$ cat src/rtl/sync_fifo_ctrl.sv
// Single-clock FIFO with pointer/flag control, occupancy count and sticky errors.
// FWFT=0 gives a registered read; FWFT=1 keeps the head word presented on read_data.
module sync_fifo_ctrl #(
  parameter int DATA_WIDTH = 32,
  parameter int ADDR_WIDTH = 6,
  parameter int FWFT       = 0,
  parameter int AFULL_LVL  = (1 << ADDR_WIDTH) - 2,
  parameter int AEMPTY_LVL = 2
) (
  input  logic                  clk,
  input  logic                  rst,
  input  logic                  write_ena,
  input  logic [DATA_WIDTH-1:0] write_data,
  output logic                  write_full,
  input  logic                  read_ena,
  output logic [DATA_WIDTH-1:0] read_data,
  output logic                  read_valid,
  output logic                  read_empty,
  output logic                  almost_full,
  output logic                  almost_empty,
  output logic [ADDR_WIDTH:0]   count,
  output logic                  overflow,
  output logic                  underflow
);
  localparam int DEPTH = 1 << ADDR_WIDTH;
  localparam int CW    = ADDR_WIDTH + 1;
  localparam logic [CW-1:0] ONE        = CW'(1);
  localparam logic [CW-1:0] FULL_CNT   = CW'(DEPTH);
  localparam logic [CW-1:0] AFULL_CNT  = CW'(AFULL_LVL);
  localparam logic [CW-1:0] AEMPTY_CNT = CW'(AEMPTY_LVL);

  logic [DATA_WIDTH-1:0] mem [DEPTH];
  logic [CW-1:0] wr_ptr_reg, rd_ptr_reg, count_reg, count_next;
  logic          full_reg, afull_reg, aempty_reg, ovf_reg, unf_reg;
  logic          wr_acc, rd_take, rd_adv, arr_ne;

  assign wr_acc = write_ena && !full_reg;
  assign arr_ne = (wr_ptr_reg != rd_ptr_reg);

  always_ff @(posedge clk) begin
    if (wr_acc) mem[wr_ptr_reg[ADDR_WIDTH-1:0]] <= write_data;
  end

  // rd_take is the event that removes an entry from the count (read or pop)
  always_comb begin
    count_next = count_reg;
    if (wr_acc && !rd_take)
      count_next = count_reg + ONE;
    else if (!wr_acc && rd_take)
      count_next = count_reg - ONE;
  end

  always_ff @(posedge clk) begin
    if (rst) begin
      wr_ptr_reg <= '0;
      rd_ptr_reg <= '0;
      count_reg  <= '0;
      full_reg   <= 1'b0;
      afull_reg  <= 1'b0;
      aempty_reg <= 1'b1;
      ovf_reg    <= 1'b0;
      unf_reg    <= 1'b0;
    end else begin
      if (wr_acc) wr_ptr_reg <= wr_ptr_reg + ONE;
      if (rd_adv) rd_ptr_reg <= rd_ptr_reg + ONE;
      count_reg  <= count_next;
      full_reg   <= (count_next == FULL_CNT);
      afull_reg  <= (count_next >= AFULL_CNT);
      aempty_reg <= (count_next <= AEMPTY_CNT);
      if (write_ena && full_reg) ovf_reg <= 1'b1;
      if (read_ena && read_empty) unf_reg <= 1'b1;
    end
  end

  generate
    if (FWFT == 0) begin : g_std
      logic [DATA_WIDTH-1:0] data_reg;
      logic                  valid_reg, empty_reg;

      // pointer compare is redundant with the count but keeps the array read self-guarded
      assign rd_take = read_ena && !empty_reg && arr_ne;
      assign rd_adv  = rd_take;

      always_ff @(posedge clk) begin
        if (rst) begin
          data_reg  <= '0;
          valid_reg <= 1'b0;
          empty_reg <= 1'b1;
        end else begin
          valid_reg <= rd_take;
          empty_reg <= (count_next == '0);
          if (rd_take) data_reg <= mem[rd_ptr_reg[ADDR_WIDTH-1:0]];
        end
      end

      assign read_data  = data_reg;
      assign read_valid = valid_reg;
      assign read_empty = empty_reg;
    end else begin : g_fwft
      logic [DATA_WIDTH-1:0] s1_data_reg, out_data_reg;
      logic                  s1_valid_reg, out_valid_reg;
      logic                  pop, out_ready, s1_move, ram_rd;

      // Two stages: s1 captures the synchronous array read, out presents the head.
      assign pop       = read_ena && out_valid_reg;
      assign out_ready = !out_valid_reg || pop;
      assign s1_move   = s1_valid_reg && out_ready;
      assign ram_rd    = arr_ne && (!s1_valid_reg || s1_move);
      assign rd_take   = pop;
      assign rd_adv    = ram_rd;

      always_ff @(posedge clk) begin
        if (ram_rd) s1_data_reg <= mem[rd_ptr_reg[ADDR_WIDTH-1:0]];
      end

      always_ff @(posedge clk) begin
        if (rst) begin
          s1_valid_reg  <= 1'b0;
          out_valid_reg <= 1'b0;
          out_data_reg  <= '0;
        end else begin
          if (ram_rd)
            s1_valid_reg <= 1'b1;
          else if (s1_move)
            s1_valid_reg <= 1'b0;
          if (s1_move) begin
            out_data_reg  <= s1_data_reg;
            out_valid_reg <= 1'b1;
          end else if (pop) begin
            out_valid_reg <= 1'b0;
          end
        end
      end

      assign read_data  = out_data_reg;
      assign read_valid = out_valid_reg;
      assign read_empty = !out_valid_reg;
    end
  endgenerate

  assign write_full   = full_reg;
  assign almost_full  = afull_reg;
  assign almost_empty = aempty_reg;
  assign count        = count_reg;
  assign overflow     = ovf_reg;
  assign underflow    = unf_reg;
endmodule

$ cat config.mk
export PLATFORM = sky130hd
export DESIGN_NAME = sync_fifo_ctrl
export DESIGN_NICKNAME = d
export VERILOG_FILES = /design/src/rtl/sync_fifo_ctrl.sv
export SDC_FILE = /design/constraint.sdc
export NUM_CORES = 2
export LEC_CHECK = 0
export CAP_MARGIN = 10
export CORE_UTILIZATION = 52
export CTS_BUF_LIST = sky130_fd_sc_hd__clkbuf_8
export CTS_CLUSTER_SIZE = 24
export DETAILED_ROUTE_END_ITERATION = 8
export PLACE_DENSITY = 0.68
export SYNTH_ARGS = -nofsm -noshare
export SYNTH_HDL_FRONTEND = slang
export SYNTH_SLANG_ARGS = --single-unit
$ cat constraint.sdc
create_clock -name clk -period 3.9 [get_ports clk]
set_input_delay 0.78 -clock clk [delete_from_list [all_inputs] [get_ports clk]]
set_output_delay 0.78 -clock clk [all_outputs]
set_load 0.02 [all_outputs]
==> impl_metrics.csv <==
group,metric,value,unit
status,outcome,"complete, no violations",
critical_path,crit_family,"compound AO/OA/AOI/OAI gates",
power,power_density,483,nW/um2
critical_path,crit_path_start_kind,"register",
power,pwr-share-seq,56.7,%
min_path,hold_depth,1,
die,die_y,396,um
clocking,postCtsSetupBuffers,0,
clocking,htreeDepth,5,
clocking,clock_latency,1.05,ns
critical_path,cpMaxStageDelayCell,"dfxtp_4",
power,p_comb_share,4.9,%
clocking,cts.reportedPaths.clkPinSlew,0.06,ns
synth,synth_ff_type,"edfxtp_1",
critical_path,crit_buf_inv,2,
die,pin_count,82,
global_route,grt_usage,26.1,%
sta,max-slew-margin-rel,13.0,%
synth,ys_top_cells_by_area,"edfxtp_1 76%, mux4_2 15%, dfxtp_1 1.5%",
drt,wirelength,201000,um
drt,dr.first_iter.drc_count,4913,
synth,avgSynthCellArea,22.7,um2
sta,rsz0062_at_grt,"false",
clocking,clockBufferDepth,4,
critical_path,worstPathRequired,4.78,ns
run,maxCapViolCount,0,
sta,timing.hold.ws,0.184,ns
power,leakage,0.0282,uW
critical_path,worstSetupPathType,"register to register",
synth,synthesis.area,80600,um2
synth,netlist_top_cells_count,"2048 x edfxtp_1, 536 x mux4_2, 122 x a22oi_1",
placement,place.gp.congestion,0.841,
global_route,grt_pass1_vias,39500,
layout,drive_gt1_share,30.1,%
synth,syn_nets,3596,
critical_path,r2r_setup_slack,0.80,ns
sta,fin_crit,3.10,ns
critical_path,cp_cell_sequence,"buf_12, buf_4, mux4_2, a22oi_1, a21oi_1, a21oi_1, a211o_1, a21oi_1",
sta,finalCritPeriodShare,79.6,%
synth,synth_edf_count,2048,
synth,synth-async-reset-ratio,0,%
drt,avgRoutedWirePerCell,32.0,um
min_path,min_to,"mem[24][5]$_DFFE_PP_",
sta,skew,0.0640,ns
critical_path,arrival,3.99,ns
layout,fillerInstances,10700,
synth,synth.most_common_cell,"edfxtp_1",
sta,setup_viol,0,
sta,fmax,0.322,GHz
global_route,antenna_found_initial,15,
min_path,hold_class,"primary input to register",
drt,drc,0,
drt,antenna_left,0,
clocking,clock-root-buffer,"clkbuf_8",
synth,seq_area_frac_synth,77.8,%
clocking,clock-sinks,2108,
critical_path,r2r_cells,8,
power,switching_share,21.7,%
placement,hpwl,119000,um
min_path,min-delay-start,"write_data[5]",
power,vdd_drop_max,375,uV
critical_path,cpMostUsedCell,"a21oi_1",
critical_path,crit_fanout,20,
clocking,cts_resized,0,
clocking,cts_tree,"done",
synth,ys_types,55,
die,start_util,52.4,%
drt,viasPerCell,6.31,
clocking,cts-buffers-inserted,337,
layout,seqCellArea,62700,um2
synth,synth_top_area_cell,"edfxtp_1",
critical_path,cp_slowest_stage_delay,0.71,ns
critical_path,reg2reg_to,"read_data[17]$_SDFFE_PP0P_",
layout,nNetsFinal,4050,
synth,ys_seq_elements,2108,
clocking,postCtsHoldBufs,0,
layout,largest_reg_flops,2048,
synth,yosys_warnings,0,
global_route,grt_overflow,0,
die,coreArea,154000,um2
critical_path,startpoint,"rd_ptr_reg[0]$_SDFFE_PP0P_",
global_route,grt_max_degree,78,
power,p_switching,9590,uW
die,rows,144,
layout,multi_input_area,17200,um2
sta,slew_viol_final,0,
sta,finalHoldViolations,0,
die,die_w,396,um
sta,worstMarginPinSlew,1.31,ns
global_route,grt_pass1_wl,288000,um
placement,portBuffers,81,
critical_path,r2r-start,"rd_ptr_reg[0]$_SDFFE_PP0P_",
power,p_int,34600,uW
drt,vias,39700,
die,dieArea,156000,um2
critical_path,endpoint_kind,"register",
sta,setup_tns,0,ns
power,clockPowerShare,38.4,%
synth,synth_cells,3556,
drt,first_pass_iters,5,
layout,area_growth,13.5,%
synth,synth_top_area_share,76.3,%
[logic make-up (layout without fill, tap and decap cells)]
logic type	after synthesis	after routing	share of synthesized area [%]
DFF	2108	2108	77.8
muxes	648	648	16.4
AOI/OAI and AO/OA	315	315	2.66
and+or+nand+nor	248	248	1.41
buffers and inverters	212	902	1.42
xor gates and xnor gates	21	21	0.228
adders and majority gates	4	4	0.0621
other	0	4	0
[per-layer routing]
| layer | GRT usage [%] | vias up | part of all wire (%) |
|---|---|---|---|
| met5 | 0 | - | 0.019 |
| met2 | 40.2 | 2251 | 48 |
| met3 | 5.61 | 340 | 10 |
| met1 | 37.7 | 21000 | 39 |
| met4 | 8.40 | 6 | 2.9 |
| li1 | - | 16100 | - |
[stage by stage]
step	cells	total power [uW]	setup slack, ns	utilization [%]	cell area, um2
finish	6294	44200	0.795	59.4	91500
global route	6292	45500	0.657	59.4	91500
CTS	6288	44500	0.765	59.4	91400
detailed placement	5713	27700	0.750	55.6	85500
global placement	5713	27700	0.734	55.6	85500
floorplan	3556	26800	0.316	-	80600
[worst max path at each step]
stage | cells past startpoint | to | slack, ns
global placement | 7 | mem[46][22]$_DFFE_PP_ | 0.73
finish | 8 | read_data[17]$_SDFFE_PP0P_ | 0.80
detailed placement | 7 | mem[46][22]$_DFFE_PP_ | 0.75
floorplan | 4 | mem[31][0]$_DFFE_PP_ | 0.32
CTS | 1 | read_data[27] | 0.77
global route | 8 | read_data[17]$_SDFFE_PP0P_ | 0.66
[cells in the final DEF, fill, tap and decap left out, drive strengths merged, types with 8 or more instances in the layout]
master / count
a211o: 9
a211oi: 12
a21oi: 76
a22o: 20
a22oi: 122
a31oi: 14
buf: 272
clkbuf: 356
clkdlybuf4s50: 48
clkinv: 91
dfxtp: 60
edfxtp: 2048
inv: 125
mux2i: 108
mux4: 536
nand2: 56
nand3: 23
nor2: 99
nor2b: 22
nor3: 14
o21ai: 38
xnor2: 13
xor2: 8
[worst reg2reg max path: stages, from the launching register on]
cell	delay (ns)
dfxtp_4	0.71
buf_12	0.31
buf_4	0.32
mux4_2	0.55
a22oi_1	0.30
a21oi_1	0.11
a21oi_1	0.41
a211o_1	0.21
a21oi_1	0.06
[layout make-up]
type / instances / area share, %
clock inverter: 219 / 1.08
clock buffer: 356 / 5.36
timing repair buffer: 320 / 3.34
sequential: 2108 / 68.6
multi-input combinational: 1236 / 18.8
tap: 2044 / 2.80
inverter: 7 / 0.0315
antenna: 4 / 0.0109
[power by group through the flow]
stage	Sequential (uW)	Combinational, uW	Clock, uW
detailed placement	25500	2200	0
global placement	25500	2170	0
global route	25000	2330	18200
floorplan	25500	1270	0
finish	25000	2190	16900
CTS	25000	2200	17200
Note: power is estimated with default switching activity, not from simulation.
